--- config.mk ---
export PLATFORM = sky130hd
export DESIGN_NAME = cordic_arbiter
export DESIGN_NICKNAME = d
export VERILOG_FILES = /design/src/rtl/cordic_arbiter.sv
export SDC_FILE = /design/constraint.sdc
export NUM_CORES = 1
export LEC_CHECK = 0
export ABC_CLOCK_PERIOD_IN_PS = 4200
export CORE_ASPECT_RATIO = 0.6
export CORE_MARGIN = 2
export CORE_UTILIZATION = 35
export DETAILED_ROUTE_END_ITERATION = 6
export PLACE_DENSITY = 0.77
export SLEW_MARGIN = 20
export SYNTH_ARGS = -nofsm -noshare
export SYNTH_HDL_FRONTEND = slang
export SYNTH_SLANG_ARGS = --single-unit
--- constraint.sdc ---
create_clock -name clk -period 4.2 [get_ports clk]
set_input_delay 0.63 -clock clk [delete_from_list [all_inputs] [get_ports clk]]
set_output_delay 0.63 -clock clk [all_outputs]
set_load 0.01 [all_outputs]
--- src/rtl/cordic_arbiter.sv ---
// cordic_arbiter: round-robin front end sharing one CORDIC sin/cos core.
// One request in flight; result returned on a tagged valid/ready channel.
module cordic_arbiter #(
  parameter int NUM_REQ = 4,
  parameter int ITER    = 16,
  parameter int ID_W    = $clog2(NUM_REQ)
) (
  input  logic                  clk,
  input  logic                  rst,
  input  logic [NUM_REQ-1:0]    req_valid,
  input  logic [32*NUM_REQ-1:0] req_angle,
  output logic [NUM_REQ-1:0]    req_ready,
  output logic                  core_start,
  output logic [31:0]           core_angle,
  input  logic [31:0]           core_sin,
  input  logic [31:0]           core_cos,
  output logic                  rsp_valid,
  input  logic                  rsp_ready,
  output logic [ID_W-1:0]       rsp_id,
  output logic [31:0]           rsp_sin,
  output logic [31:0]           rsp_cos,
  output logic                  busy,
  output logic [15:0]           op_count
);

  localparam int CNT_W = $clog2(ITER);

  typedef enum logic [1:0] {
    IDLE,
    START,
    RUN,
    RESP
  } state_t;

  state_t            state;
  state_t            state_next;
  logic [ID_W-1:0]   rr_ptr;
  logic [ID_W-1:0]   grant;
  logic [ID_W-1:0]   idx;
  logic              found;
  logic [CNT_W-1:0]  cnt;
  logic              last;
  logic [31:0]       sel_angle;

  // Scan starts one past the last winner so every requester gets a turn.
  always_comb begin
    found = 1'b0;
    grant = '0;
    idx   = '0;
    for (int i = 1; i <= NUM_REQ; i++) begin
      idx = ID_W'((int'(rr_ptr) + i) % NUM_REQ);
      if (!found && req_valid[idx]) begin
        found = 1'b1;
        grant = idx;
      end
    end
  end

  assign sel_angle  = req_angle[{grant, 5'd0} +: 32];
  assign last       = (cnt == CNT_W'(ITER - 1));
  assign core_start = (state == START);
  assign busy       = (state != IDLE);
  assign req_ready  = (state == IDLE && found)
                    ? (NUM_REQ'(1) << grant) : '0;

  always_comb begin
    state_next = state;
    unique case (state)
      IDLE:  if (found) state_next = START;
      START: state_next = RUN;
      RUN:   if (last) state_next = RESP;
      RESP:  if (rsp_ready) state_next = IDLE;
      default: state_next = IDLE;
    endcase
  end

  always_ff @(posedge clk) begin
    if (rst) begin
      state      <= IDLE;
      rr_ptr     <= ID_W'(NUM_REQ - 1);
      cnt        <= '0;
      core_angle <= '0;
      rsp_valid  <= 1'b0;
      rsp_id     <= '0;
      rsp_sin    <= '0;
      rsp_cos    <= '0;
      op_count   <= '0;
    end else begin
      state <= state_next;
      unique case (state)
        IDLE: begin
          if (found) begin
            core_angle <= sel_angle;
            rsp_id     <= grant;
            rr_ptr     <= grant;
          end
        end
        START: cnt <= '0;
        RUN: begin
          cnt <= cnt + CNT_W'(1);
          if (last) begin
            rsp_sin   <= core_sin;
            rsp_cos   <= core_cos;
            rsp_valid <= 1'b1;
          end
        end
        RESP: begin
          if (rsp_ready) begin
            rsp_valid <= 1'b0;
            op_count  <= op_count + 16'd1;
          end
        end
        default: ;
      endcase
    end
  end

endmodule

==> Word level (Yosys, flattened, before mapping) <==
Cells that the tools add are included.
{ "classes": {"div": 0, "n_reduce_logical": 16, "mul": 0, "shift": 2, "n_bitwise": 0, "add_sub_neg": 6, "mux": 25, "magnitude_cmp": 4, "eq_ne": 7} }
{ "ops": {"columns": ["cell", "n"], "rows": [
  ["128-bit by 8-bit indexed part select with 32-bit output", 1],
  ["16-bit by 1-bit adder with 16-bit output (second input constant)", 1],
  ["2-bit 2-to-1 mux", 7],
  ["2-bit by 3-bit less-than comparator with 1-bit output (second input constant)", 4],
  ["1-bit 2-to-1 mux", 10],
  ["1-bit binary-select mux with 2-bit select", 4],
  ["2-bit one-hot mux with 4 select lines", 1],
  ["4-bit one-hot mux with 2 select lines", 1],
  ["2-bit inequality test (second input constant)", 3],
  ["2-bit AND reduction", 3],
  ["3-bit AND reduction", 2],
  ["2-bit nonzero test", 3],
  ["2-bit by 1-bit adder with 2-bit output (second input constant)", 2],
  ["2-bit adder (second input constant)", 2],
  ["4-bit by 1-bit adder with 4-bit output (second input constant)", 1],
  ["2-bit equality test (second input constant)", 2],
  ["4-bit equality test (second input constant)", 1],
  ["1-bit logical AND", 4],
  ["4-bit 2-to-1 mux", 1],
  ["1-bit by 2-bit left shift with 4-bit output (first input constant)", 1],
  ["1-bit logical NOT", 3],
  ["2-bit by 1-bit equality test with 1-bit output (second input constant)", 1],
  ["2-bit logical NOT", 1],
  ["1-bit one-hot mux with 2 select lines", 1]
]} }
{ "totals": {"latchBits": 0, "register_bits": 123, "elab_cells": 69, "memories": 0, "romBits": 0, "in_bits": 199, "mem_bits_rw": 0, "output_inout_bits": 121} }

==> Longest topological paths before layout <==
Gate-level depths: netlist (run 1).
{ "depth": {"word_depth": 15, "mapped_depth": 9, "ltp_nobuf": 7} }

==> Least setup slack after synthesis (run 1) <==
No wires, ideal clock.
{ "synth_path": {"kind": "in2out", "startpoint": "input req_valid[3]", "endpoint": "output req_ready[0]", "t_required_ps": 3570, "path_slack_ps": 1862, "n_path_buf": 2, "cell_stages": 7, "arrival_time_ps": 1708, "path_cell_list": "nand2b_1 o21ai_1 a211oi_2 buf_4 buf_4 inv_2 nor2_1"} }
{ "synth_between": {"elab_chain_cells": 14, "elab_cells_between_ends": 25, "cone_classes": "shift (1); mux (17); reduce/logical (7)"} }
{ "synth_lines": {"columns": ["item", "line", "text"], "rows": [
  ["start: declaration", "10", "input logic [NUM_REQ-1:0] req_valid,"],
  ["1-bit binary-select mux with 2-bit select", "52", "if (!found && req_valid[idx]) begin"],
  ["1-bit 2-to-1 mux (implied by the code)", "52", null],
  ["1-bit 2-to-1 mux", "52", null],
  ["1-bit logical NOT", "52", null],
  ["1-bit logical AND", "52", null],
  ["1-bit 2-to-1 mux", "52", null],
  ["1-bit logical NOT", "52", null],
  ["1-bit logical AND", "52", null],
  ["1-bit 2-to-1 mux", "52", null],
  ["1-bit logical NOT", "52", null],
  ["1-bit logical AND", "52", null],
  ["2-bit 2-to-1 mux or 1-bit 2-to-1 mux (tied branches)", "52", null],
  ["1-bit by 2-bit left shift with 4-bit output or 1-bit logical AND (tied branches)", "64, 63", null],
  ["4-bit 2-to-1 mux *", "64", "? (NUM_REQ'(1) << grant) : '0;"],
  ["end: declaration", "12", "output logic [NUM_REQ-1:0] req_ready,"]
]} }
Mark *: on every way between the ends. The rest lies on a longest branch, timed or not. The select of a mux whose other input is x is not followed.

==> Final worst setup path (run 1) <==
{ "layout_path": {"startpoint": "input req_valid[1]", "endpoint": "output req_ready[2]"} }
The elaborated chain is that of the path after synthesis.

==> impl_metrics.env, run 1 <==
export IMPL_final_common_cell="clkdlybuf4s50_1"
export IMPL_synth_main_ff_cell="dfxtp_1"
export IMPL_critPathRequiredTime_ns=3.57
export IMPL_grt_pass1_wl_um=27900
export IMPL_r2r_end="rsp_cos[0]"
export IMPL_switching_power_w=0.00128
export IMPL_min_from="rsp_sin[19]"
export IMPL_netlist_instances=624
export IMPL_dieWidth_um=162
export IMPL_powerDensity_nw_per_um2=473
export IMPL_clockBufferDepth=2
export IMPL_ioPinCount=320
export IMPL_endpoint_kind="primary output"
export IMPL_rrSetupSlack_ns=1.90
export IMPL_portBuffers=319
export IMPL_gp_congestion=0.811
export IMPL_p_clk_frac=0.358
export IMPL_cts_setup_buffers=0
export IMPL_clock_sinks=123
export IMPL_min_period_over_period=0.784
export IMPL_worst_slew_pin_slew_ns=0.748
export IMPL_status="complete, no violations"
export IMPL_die_area_um2=16100
export IMPL_insertion_delay_ns=0.40
export IMPL_vias=5445
export IMPL_grt_overflow_total=0
export IMPL_diodes=0
export IMPL_max_slew_margin=0.501
export IMPL_antenna_found_initial=0
export IMPL_routedWlPerCell_um=15.8
export IMPL_p_comb_frac=0.314
export IMPL_hold_path_class="reg -> reg"
export IMPL_crit_fanout=6
export IMPL_start_util=0.361
export IMPL_yosys_area_top_type="dfxtp_1"
export IMPL_cts_root_buf="clkbuf_16"
export IMPL_grt_pass1_vias=5278
export IMPL_syn_num_nets=829
export IMPL_ys_seq_elements=123
export IMPL_drt_total_wl_um=18000
export IMPL_post_route_drc_count=0
export IMPL_ys_warn_count=0
export IMPL_setup_viol=0
export IMPL_cts_tree="done"
export IMPL_final_cell_mix="clkdlybuf4s50_1, nand2_1, dfxtp_1"
export IMPL_clkTransAtPathRegs_ns=0.05
export IMPL_cts_made_buffers=17
export IMPL_synth_area_leaders="dfxtp_1, nand2_1, mux2i_1"
export IMPL_dpl_cell_area_um2=8610
export IMPL_hpwlAfterDp_um=13600
export IMPL_final_hold_violation_count=0
export IMPL_drt_initial_drc_count=225
export IMPL_antenna_left=0
export IMPL_drv_slew=0
export IMPL_ys_types=36
export IMPL_detail_route_vias_per_cell=4.77
export IMPL_htreeDepth=4
export IMPL_cp_arrival_ns=2.66
export IMPL_final_nets=1135
export IMPL_worst_clock_skew_ns=0.0136
export IMPL_tns_ns=0
export IMPL_grt_max_degree=70
export IMPL_fin_crit_ns=3.29
export IMPL_ctsHoldBuffers=0
export IMPL_r2r_cells=6
export IMPL_nFillCells=1266
export IMPL_critical_path_class="in -> out"
export IMPL_synthesis_area_um2=5270
export IMPL_maxCapViolCount=0
export IMPL_ys_async_sr_fraction=0
export IMPL_vdd_drop_max_uv=214
export IMPL_fmax_mhz=304
export IMPL_synth_edf_count=0
export IMPL_first_pass_iters=4
export IMPL_drive_gt1_frac=0.0477
export IMPL_cts_resized=0
export IMPL_reg2reg_from="state[0]"
export IMPL_grtUsageTotal=0.219
export IMPL_final_area_um2=9240
export IMPL_switching_share=0.293
export IMPL_num_rows=34
export IMPL_synth_top_area_frac=0.467
export IMPL_rsz0062_at_grt="no"
export IMPL_yosysSeqAreaShare=0.467
export IMPL_final_core_util=0.633
export IMPL_syn_to_final_growth_pct=75.4
export IMPL_pwr_share_seq=0.328
export IMPL_min_to="rsp_sin[19]"
export IMPL_hold_path_depth=2
export IMPL_worstSetupStartpointType="primary input"
export IMPL_core_region_area_um2=14600
export IMPL_leakage_nw=3.44
export IMPL_die_y_um=99.0
export IMPL_syn_avg_cell_area_um2=8.44
export IMPL_intPower_w=0.00309
[per-layer routing]
layer | up-vias | global-route usage | part of all wire
li1 | 2766 | - | -
met1 | 2487 | 0.278 | 0.44
met2 | 176 | 0.361 | 0.47
met3 | 16 | 0.0749 | 0.078
met4 | 0 | 0.0517 | 0.012
met5 | - | 0 | 0
[sequential cells by signal, indices dropped and copies added, names as in the netlist]
register	cells
core_angle	32
rsp_id	2
cnt	4
rsp_cos	32
state	2
rsp_sin	32
rr_ptr	2
rsp_valid	1
op_count	16
[critical path, cell delays in order]
cell             delay (ns)
clkdlybuf4s50_1        0.49
nor4_1                 0.57
nor2_1                 0.23
nand2_1                0.19
nor2_1                 0.07
clkdlybuf4s50_1        0.48
[layout make-up]
type / instances / area [um2] / share of cell area
Clock buffer: 19 / 443 / 0.0479
Inverter: 10 / 37.5 / 0.00406
Tap cell: 198 / 248 / 0.0268
Multi-Input combinational cell: 450 / 2600 / 0.281
Sequential cell: 123 / 2460 / 0.266
Timing Repair Buffer: 328 / 3260 / 0.353
Clock inverter: 13 / 193 / 0.0208
[kinds of logic (layout without fill, tap and decap cells)]
family,after synthesis,in the layout,share of synthesized area
XOR/XNOR,12,12,0.0199
multiplexers,64,64,0.122
adder cells (fa/ha/maj),6,6,0.0142
buffers and inverters,51,370,0.0411
AND/OR/NAND/NOR,247,247,0.194
AO/OA/AOI/OAI,121,121,0.142
flip-flops,123,123,0.467
[power groups by stage]
stage          clock network [W]  registers (W)  logic [W]
2_1_floorplan                  0        0.00151   0.000638
3_3_place_gp                   0        0.00145    0.00137
3_5_place_dp                   0        0.00145    0.00138
4_1_cts                  0.00160        0.00143    0.00138
5_1_grt                  0.00166        0.00145    0.00148
6_report                 0.00156        0.00143    0.00137
[cells in the mapped netlist, drive strengths merged (2+ instances only)]
cell type,count
a21oi,78
and3,2
buf,15
clkbuf,26
dfxtp,123
ha,6
inv,10
mux2i,64
nand2,175
nand2b,7
nand3,9
nand3b,2
nand4,5
nor2,30
nor3,5
nor4,3
o21ai,5
o221ai,32
or3,5
xnor2,6
xor2,6
[how the worst max path moves through the flow]
| stage | from | end | slack [ns] |
|---|---|---|---|
| 6_report | req_valid[1] | req_ready[2] | 0.91 |
| 5_1_grt | req_valid[1] | req_ready[2] | 0.74 |
| 4_1_cts | req_valid[1] | req_ready[2] | 0.91 |
| 3_5_place_dp | req_valid[1] | req_ready[2] | 0.92 |
| 3_3_place_gp | req_valid[1] | req_ready[2] | 0.92 |
| 2_1_floorplan | req_valid[3] | req_ready[0] | 1.86 |
[per-stage QoR]
step           hold slack (ns)  instances  power, W  setup WS [ns]
2_1_floorplan            0.463        624   0.00215           1.86
3_3_place_gp             0.441       1109   0.00282          0.920
3_5_place_dp             0.446       1109   0.00283          0.923
4_1_cts                  0.453       1141   0.00441          0.909
5_1_grt                  0.468       1141   0.00459          0.736
6_report                 0.451       1141   0.00437          0.908
(Power assumes the default switching activity.)
==> run 2, diff against run 1 <==
--- a/config.mk
+++ b/config.mk
@@ -5,7 +5,7 @@
 export SDC_FILE = /design/constraint.sdc
 export NUM_CORES = 1
 export LEC_CHECK = 0
-export ABC_CLOCK_PERIOD_IN_PS = 4200
+export ABC_CLOCK_PERIOD_IN_PS = 3250
 export CORE_ASPECT_RATIO = 0.6
 export CORE_MARGIN = 2
 export CORE_UTILIZATION = 35
==> constraint.sdc (replaced) <==
create_clock -name clk -period 3.25 [get_ports clk]
set_input_delay 0.4875 -clock clk [delete_from_list [all_inputs] [get_ports clk]]
set_output_delay 0.4875 -clock clk [all_outputs]
set_load 0.01 [all_outputs]
==> run 2 against run 1 <==
Clock power grew 23%. Register-to-register slack lost 0.74 ns. Clock-buffer cell count is the same. Via count grew 1.2%. Worst setup slack lost 0.52 ns. Non-clock buffer count grew 3. Cell count grew 0.26%. Sequential share of layout area is essentially flat. Sequential power grew 29%. Design area grew 0.11%. Clock skew shrank 0.0026 ns. Die area is the same. Largest cell class unchanged.
==> impl_metrics.env, run 2 (synthesis results as in run 1) <==
export IMPL_worst_clock_skew_ns=0.0110
export IMPL_hold_path_depth=2
export IMPL_maxCapViolCount=0
export IMPL_powerDensity_nw_per_um2=601
export IMPL_final_core_util=0.634
export IMPL_die_area_um2=16100
export IMPL_crit_top_cell="clkdlybuf4s50_1"
export IMPL_syn_to_final_growth_pct=75.6
export IMPL_final_nets=1138
export IMPL_critPathRequiredTime_ns=2.76
export IMPL_cts_setup_buffers=0
export IMPL_clock_sinks=123
export IMPL_critical_path_depth=7
export IMPL_grt_overflow_total=0
export IMPL_hpwlAfterDp_um=13400
export IMPL_cts_tree="done"
export IMPL_fin_crit_ns=2.87
export IMPL_ioPinCount=320
export IMPL_cp_arrival_ns=2.38
export IMPL_r2r_cells=6
export IMPL_antenna_found_initial=0
export IMPL_antenna_left=0
export IMPL_portBuffers=319
export IMPL_clkTransAtPathRegs_ns=0.06
export IMPL_vias=5511
export IMPL_final_area_um2=9250
export IMPL_cp_slowest_cell="clkdlybuf4s50_1"
export IMPL_drv_slew=0
export IMPL_nFillCells=1279
export IMPL_setup_viol=0
export IMPL_dpl_cell_area_um2=8640
export IMPL_post_route_drc_count=0
export IMPL_gp_congestion=0.823
export IMPL_insertion_delay_ns=0.40
export IMPL_worst_slew_pin_slew_ns=0.954
export IMPL_power_w=0.00557
export IMPL_fmax_mhz=349
export IMPL_tns_ns=0
export IMPL_final_hold_violation_count=0
export IMPL_dieWidth_um=162
export IMPL_grt_max_degree=90
export IMPL_endpoint_kind="primary output"
export IMPL_grt_pass1_vias=5366
export IMPL_drt_total_wl_um=18000
export IMPL_start_util=0.361
export IMPL_clockBufferDepth=2
export IMPL_htreeDepth=4
export IMPL_r2r_end="core_angle[7]"
export IMPL_ctsHoldBuffers=0
export IMPL_grtUsageTotal=0.216
export IMPL_core_region_area_um2=14600
export IMPL_grt_pass1_wl_um=27500
export IMPL_cts_made_buffers=17
export IMPL_routedWlPerCell_um=15.7
export IMPL_cts_root_buf="clkbuf_16"
export IMPL_cp_cell_sequence="clkdlybuf4s50_1 -> nand2b_1 -> o21a_1 -> a21oi_1 -> nand2_1 -> nor2_1 -> clkdlybuf4s50_1"
export IMPL_crit_fanout=5
export IMPL_min_from="rst"
export IMPL_first_pass_iters=4
export IMPL_max_slew_margin=0.364
export IMPL_drt_initial_drc_count=231
export IMPL_cts_resized=0
export IMPL_reg_top3="core_angle x32, rsp_cos x32, rsp_sin x32"
export IMPL_drive_gt1_frac=0.0507
export IMPL_num_rows=34
export IMPL_detail_route_vias_per_cell=4.82
export IMPL_pre_cts_slack_ns=0.401
export IMPL_hold_path_class="in -> reg"
export IMPL_min_period_over_period=0.882
export IMPL_path_delay_family="buffers and inverters"
export IMPL_rsz0062_at_grt="no"
export IMPL_worstSetupStartpointType="primary input"
export IMPL_final_cell_mix="clkdlybuf4s50_1, nand2_1, dfxtp_1"
export IMPL_critical_path_class="in -> out"
export IMPL_min_to="rsp_id[1]"
export IMPL_rrSetupSlack_ns=1.16
export IMPL_timing_final_ws_setup_ns=0.384
export IMPL_max_stage_delay_ns=0.56
export IMPL_path_buf_inv=2
export IMPL_leakage_nw=3.43
export IMPL_reg2reg_from="rr_ptr[0]"
export IMPL_die_y_um=99.0
export IMPL_status="complete, no violations"
export IMPL_diodes=0
export IMPL_vdd_drop_max_uv=294
export IMPL_final_common_cell="clkdlybuf4s50_1"
==> run 2: cell count changes in the layout (fill, tap and decap cells not counted) <==
| cell | delta |
|---|---|
| buf_4 | +2 |
| clkinv_4 | -3 |
| inv_6 | +1 |
| buf_12 | +1 |
| clkinvlp_4 | +3 |
| bufinv_16 | -1 |
==> run 2: stage by stage <==
step | hold slack (ns) | instances
6_report | 0.297 | 1144
5_1_grt | 0.286 | 1144
4_1_cts | 0.282 | 1144
3_5_place_dp | 0.447 | 1112
3_3_place_gp | 0.443 | 1112
2_1_floorplan | 0.463 | 624
==> run 2: layout make-up <==
| class | count | area (um2) | share of cell area |
|---|---|---|---|
| clock buffer | 19 | 443 | 0.0479 |
| clock inverter | 13 | 168 | 0.0181 |
| multi-input combinational | 450 | 2600 | 0.281 |
| tap | 198 | 248 | 0.0268 |
| inverter | 10 | 37.5 | 0.00406 |
| sequential | 123 | 2460 | 0.266 |
| timing repair buffer | 331 | 3290 | 0.356 |
==> run 2: worst register-to-register path, stage by stage, from the launching register on <==
cell and delay [ns]:
dfxtp_1 0.34, nand2b_1 0.13, o21ai_1 0.11, a211oi_4 0.35
buf_4 0.57, mux2i_1 0.32, o221ai_1 0.14
==> run 2: power breakdown <==
group          internal (W)  switching (W)  leakage (nW)
sequential          0.00173       0.000124         0.999
clock               0.00123       0.000693         0.282
combinational      0.000974       0.000817          2.15
==> run 2: metal layers <==
layer,vias to the layer above,track usage,part of all wire
met5,-,0,0
met4,0,0.0524,0.013
met3,14,0.0808,0.084
met2,188,0.372,0.48
met1,2540,0.256,0.42
li1,2769,-,-
==> run 2: how the worst max path moves through the flow <==
stage	from	endpoint	slack (ns)
finish	req_valid[3]	req_ready[2]	0.38
global route	req_valid[3]	req_ready[2]	0.26
CTS	req_valid[3]	req_ready[2]	0.39
detailed placement	req_valid[3]	req_ready[2]	0.40
global placement	req_valid[1]	req_ready[2]	0.42
floorplan	req_valid[3]	req_ready[0]	1.20
==> run 3, diff against run 2 <==
--- a/config.mk
+++ b/config.mk
@@ -7,10 +7,11 @@
 export LEC_CHECK = 0
 export ABC_CLOCK_PERIOD_IN_PS = 3250
 export CORE_ASPECT_RATIO = 0.6
-export CORE_MARGIN = 2
+export CORE_MARGIN = 5
 export CORE_UTILIZATION = 35
 export DETAILED_ROUTE_END_ITERATION = 6
-export PLACE_DENSITY = 0.77
+export DONT_BUFFER_PORTS = 1
+export PLACE_DENSITY = 0.5
 export SLEW_MARGIN = 20
 export SYNTH_ARGS = -nofsm -noshare
 export SYNTH_HDL_FRONTEND = slang
==> run 3 against run 2 <==
Critical path depth fell by 1. Highest routed layer unchanged. Hold slack worse by 0.11 ns. Maximum frequency is 13% higher. Global-route usage is 5.5 points lower. Critical endpoint is now req_ready[3]. Largest power group is now registers. Clock skew down 0.0020 ns. Critical path type is now reg -> out. Core utilization down 22 points. Die area is 10% higher.
==> impl_metrics.env, run 3 (synthesis results as in run 1) <==
export IMPL_rrSetupSlack_ns=1.06
export IMPL_clkTransAtPathRegs_ns=0.05
export IMPL_cts_resized=0
export IMPL_post_route_drc_count=0
export IMPL_dieWidth_um=168
export IMPL_worst_clock_skew_ns=0.00900
export IMPL_crit_fanout=6
export IMPL_timing_final_ws_setup_ns=0.720
export IMPL_worstSetupStartpointType="flip-flop"
export IMPL_fmax_mhz=395
export IMPL_insertion_delay_ns=0.40
export IMPL_maxCapViolCount=0
export IMPL_start_util=0.360
export IMPL_final_hold_violation_count=0
export IMPL_drt_initial_drc_count=318
export IMPL_hold_ws_ns=0.183
export IMPL_portBuffers=0
export IMPL_register_area_um2=2460
export IMPL_die_area_um2=17700
export IMPL_vias=4341
export IMPL_syn_to_final_growth_pct=13.7
export IMPL_cp_slowest_cell="nor2_1"
export IMPL_die_y_um=105
export IMPL_reg2reg_from="state[0]"
export IMPL_powerDensity_nw_per_um2=806
export IMPL_htreeDepth=4
export IMPL_pre_cts_slack_ns=1.03
export IMPL_ioPinCount=320
export IMPL_antenna_left=0
export IMPL_fin_crit_ns=2.53
export IMPL_setup_viol=0
export IMPL_min_to="rsp_sin[13]"
export IMPL_final_common_cell="nand2_1"
export IMPL_detail_route_vias_per_cell=5.30
export IMPL_grt_max_degree=95
export IMPL_min_from="rst"
export IMPL_tns_ns=0
export IMPL_hpwlAfterDp_um=11300
export IMPL_critical_path_class="reg -> out"
export IMPL_nFillCells=1462
export IMPL_cts_made_buffers=17
export IMPL_cp_cell_sequence="inv_1 -> ha_1 -> inv_1 -> nor2_1 -> nand2_1 -> nor2_1"
export IMPL_reg_top3="core_angle x32, rsp_cos x32, rsp_sin x32"
export IMPL_drive_gt1_frac=0.0628
export IMPL_routedWlPerCell_um=18.5
export IMPL_cts_root_buf="clkbuf_16"
export IMPL_r2r_end="rsp_cos[19]"
export IMPL_rsz0062_at_grt="no"
export IMPL_gp_congestion=0.813
export IMPL_worst_slew_pin_slew_ns=0.660
export IMPL_antenna_found_initial=0
export IMPL_final_nets=813
export IMPL_cts_setup_buffers=0
export IMPL_drv_slew=0
export IMPL_ctsHoldBuffers=0
export IMPL_cts_tree="done"
export IMPL_max_slew_margin=0.560
export IMPL_endpoint_kind="primary output"
export IMPL_vdd_drop_max_uv=337
export IMPL_diodes=0
export IMPL_final_cell_mix="nand2_1, dfxtp_1, a21oi_1"
export IMPL_core_region_area_um2=14600
export IMPL_hold_path_class="in -> reg"
export IMPL_grt_pass1_vias=4296
export IMPL_grt_pass1_wl_um=23000
export IMPL_clock_sinks=123
export IMPL_grt_overflow_total=0
export IMPL_num_rows=34
export IMPL_max_stage_delay_ns=0.37
export IMPL_hold_path_depth=1
export IMPL_multiInputGateArea_um2=2600
export IMPL_status="complete, no violations"
export IMPL_r2r_cells=6
export IMPL_clockBufferDepth=2
export IMPL_critPathRequiredTime_ns=2.76
export IMPL_grtUsageTotal=0.161
export IMPL_cp_arrival_ns=2.04
export IMPL_min_period_over_period=0.779
export IMPL_first_pass_iters=4
export IMPL_drt_total_wl_um=15100
export IMPL_leakage_nw=2.22
-- run 3: layout make-up --
class | count | share of cell area
clock buffer | 20 | 0.0729
tap | 198 | 0.0413
inverter | 10 | 0.00626
sequential | 123 | 0.411
timing repair buffer | 6 | 0.00961
multi-input combinational | 450 | 0.434
clock inverter | 12 | 0.0248
-- run 3: worst max path at each step --
stage	startpoint	endpoint	cells past startpoint
5_1_grt	state[0]	req_ready[3]	6
4_1_cts	state[0]	req_ready[3]	6
6_report	state[1]	req_ready[3]	6
2_1_floorplan	req_valid[3]	req_ready[0]	7
3_3_place_gp	req_valid[3]	req_ready[0]	6
3_5_place_dp	state[0]	rsp_cos[6]	6
-- run 3: metrics by stage --
stage	total power [W]	utilization	cells	instance area (um2)
CTS	0.00489	0.409	819	5990
detailed placement	0.00300	0.369	787	5410
global route	0.00509	0.409	819	5990
global placement	0.00297	0.369	787	5410
floorplan	0.00278	-	624	5270
finish	0.00483	0.409	819	5990
-- run 3: report_power, final --
group	total (W)	leakage [nW]	switching [W]	internal, W
Sequential	0.00199	0.999	0.000263	0.00173
Combinational	0.000963	0.934	0.000559	0.000404
Clock	0.00187	0.287	0.000672	0.00120
Total	0.00483	2.22	0.00149	0.00333
-- run 3: worst max-delay path: cells and delay by family (launching register included) --
kind                       cells  cell delay, ns
and+or+nand+nor                3            0.87
buffers and inverters          2            0.24
DFF                            1            0.33
adders and majority gates      1            0.21
-- run 3: metal layers --
layer | vias up | GRT usage | wire, um
met5 | - | 0 | 0
met4 | 0 | 0.0527 | 131
met3 | 11 | 0.0709 | 1650
met2 | 180 | 0.254 | 6960
met1 | 2034 | 0.197 | 6410
li1 | 2116 | - | -
==> variant: new RTL, config.mk and constraints of run 2 <==
Make the reset (`rst`) asynchronous in one clocked block.
--- a/src/rtl/cordic_arbiter.sv
+++ b/src/rtl/cordic_arbiter.sv
@@ -76,3 +76,3 @@
 
-  always_ff @(posedge clk) begin
+  always_ff @(posedge clk or posedge rst) begin
     if (rst) begin
Behaviour: differs if rst is asserted again (counterexample within 4 cycles, from zero or initial values and one cycle with rst high); with rst held inactive, the same outputs for 10 cycles.
==> variant against run 2 <==
Synthesized area increased by 12%. Worst setup slack worse by 0.18 ns. Clock power is 4% lower. Sequential cell count unchanged. Largest power group is now combinational logic. Synthesized cell count shrank 19%. Power increased by 18%. Wire length increased by 6.6%. Sequential power up 14%. Cell area increased by 7.0%. Final cell count decreased by 7.0%. Die area rose by 11%.
==> variant: results (changes against run 2) <==
Placement
  • HPWL Detailed: 14130 um (was 13360 um)
  • Routability Congestion: 0.8060 (was 0.8229)
  • DP Area: 0.009320 mm2 (was 0.008642 mm2)
  • Pre-CTS WS: 0.1211 ns (was 0.4012 ns)
  • Port buffer count: 319 (unchanged)

CTS
  • Clock transition at path regs: 0.06 ns (about the same)
  • H-tree lvl count: 4 (unchanged)
  • Setup Fix Bufs, Post-CTS: 0 (unchanged)
  • CTS root buf: clkbuf_16 (unchanged)
  • Clock Tree Buf Depth: 2 (unchanged)
  • Cts repair resizes: 0 (unchanged)
  • CTS buffer count: 17 (unchanged)
  • Clock Latency Late Sink: 0.41 ns

Critical path
  • R2r endpoint: core_angle[28] (was core_angle[7])
  • CP startpoint: req_valid[0] (was req_valid[3])
  • Worst Reg2Reg Path Length in Cells: 5 (was 6)
  • WP data arrival: 2.55 ns (was 2.38 ns)
  • Flop-to-flop setup slack: 1.16 ns (about the same)
  • R2r startpoint: rr_ptr[1] (was rr_ptr[0])
  • Setup crit end: req_ready[2] (unchanged)
  • Highest net fanout along the worst path: 5 (unchanged)

Power
  • Peak supply drop: 340.8 uV (was 294.2 uV)
  • Pleak: 4.013 nW (was 3.433 nW)

Cells and area
  • Largest regs: core_angle: 32 flops, rsp_cos: 32 flops, rsp_sin: 32 flops (unchanged)
  • Share of layout cells above drive strength 1: 0.1830 (was 0.05074)
  • Final #Nets: 1028 (was 1138)
  • Number of fill cells: 1368 (was 1279)
  • Ant. Diodes: 0 (unchanged)

Min path
  • Min-Delay Path Class: primary input to async pin (was primary input to register)

Global route
  • GRT Util Overall: 0.2127 (was 0.2160)
  • Largest net degree at the start of global routing: 66 (was 90)
  • First-pass GRT wire length: 29940 um (was 27480 um)
  • Initial antenna violation count: 0 (unchanged)

Detailed routing
  • Routed WL per cell: 18.00 um (was 15.70 um)
  • Initial DRC count: 306 (was 231)
  • First drt pass iteration count: 4 (unchanged)
  • DRC viols: 0 (unchanged)
  • Vias: 5286 (was 5511)

STA
  • Min Tclk post-route: 3.041 ns (was 2.866 ns)
  • Worst slew pin tran: 0.7160 ns (was 0.9539 ns)
  • Clock skew: 0.01338 ns (was 0.01096 ns)

Logic synthesis
  • Syn nets: 710 (was 829)
  • Async SR Flop Fraction: 1.000 (was 0)
  • Top cells by area, synth: dfrtp_1 (51%), mux2_2 (12%), a221oi_2 (7.4%) (was dfxtp_1 (47%), nand2_1 (12%), mux2i_1 (12%))
  • Register area share after synthesis: 0.5228 (was 0.4673)
  • Synth top cells by count: dfrtp_1 (121), mux2_2 (65), nand2_1 (48), nor2_1 (40), o21ai_0 (39) (was nand2_1 (175), dfxtp_1 (123), a21oi_1 (78), mux2i_1 (64), o221ai_1 (32))
  • Synth warn: 0 (unchanged)
  • Cell variety after synth: 48 (was 36)
  • Count of flip-flops with a built-in enable after synthesis: 0 (unchanged)

Status
  • Status: complete, no violations (unchanged)
[variant: worst max-delay path: stages]
cell and delay (ns):
clkdlybuf4s50_1 0.48, or2_2 0.33, a22o_1 0.19, a221o_1 0.35, nor2b_1 0.14, clkdlybuf4s50_1 0.58
[variant: cell type report]
class | instances | area share
multi-input combinational | 335 | 0.2584
tap | 228 | 0.02881
sequential | 123 | 0.3111
clock buffer | 17 | 0.04296
inverter | 11 | 0.004549
timing repair buffer | 335 | 0.3386
clock inverter | 15 | 0.01554
[variant: report_power, final]
part           leakage [nW]  internal [mW]  total, mW  switching, mW
clock                 0.281           1.08       1.85          0.765
sequential             1.45           1.88       2.11          0.232
combinational          2.28           1.34       2.63           1.29
total                  4.01           4.30       6.58           2.29
[variant: how the worst min path moves through the flow]
| stage | start | end | slack, ns |
|---|---|---|---|
| final | rst | rsp_cos[8] | 0.36 |
| after global routing | rst | rsp_sin[23] | 0.34 |
| after CTS | rst | rsp_cos[8] | 0.34 |
| after detailed placement | rsp_id[1] | rsp_id[1] | 0.47 |
| after global placement | op_count[15] | op_count[15] | 0.46 |
| after floorplan | cnt[0] | cnt[0] | 0.48 |
[variant: routing by layer]
metal	global-route usage	vias up	share of wire
met1	0.2988	2584	0.46
met4	0.05085	0	0.0085
li1	-	2488	-
met3	0.06088	15	0.079
met2	0.3227	199	0.45
met5	0	-	0
[variant: cell families after synthesis]
logic type	share of synthesized area
muxes	0.1259
and+or+nand+nor	0.09641
xor gates and xnor gates	0.02230
AOI/OAI and AO/OA	0.1739
buffers and inverters	0.04587
adders and majority gates	0.01274
DFF	0.5228
[variant: per-stage QoR]
step | util | std cells
after global routing | 0.6056 | 1064
after CTS | 0.6054 | 1064
after detailed placement | 0.5700 | 1032
final | 0.6056 | 1064
after global placement | 0.5700 | 1032
after floorplan | - | 505
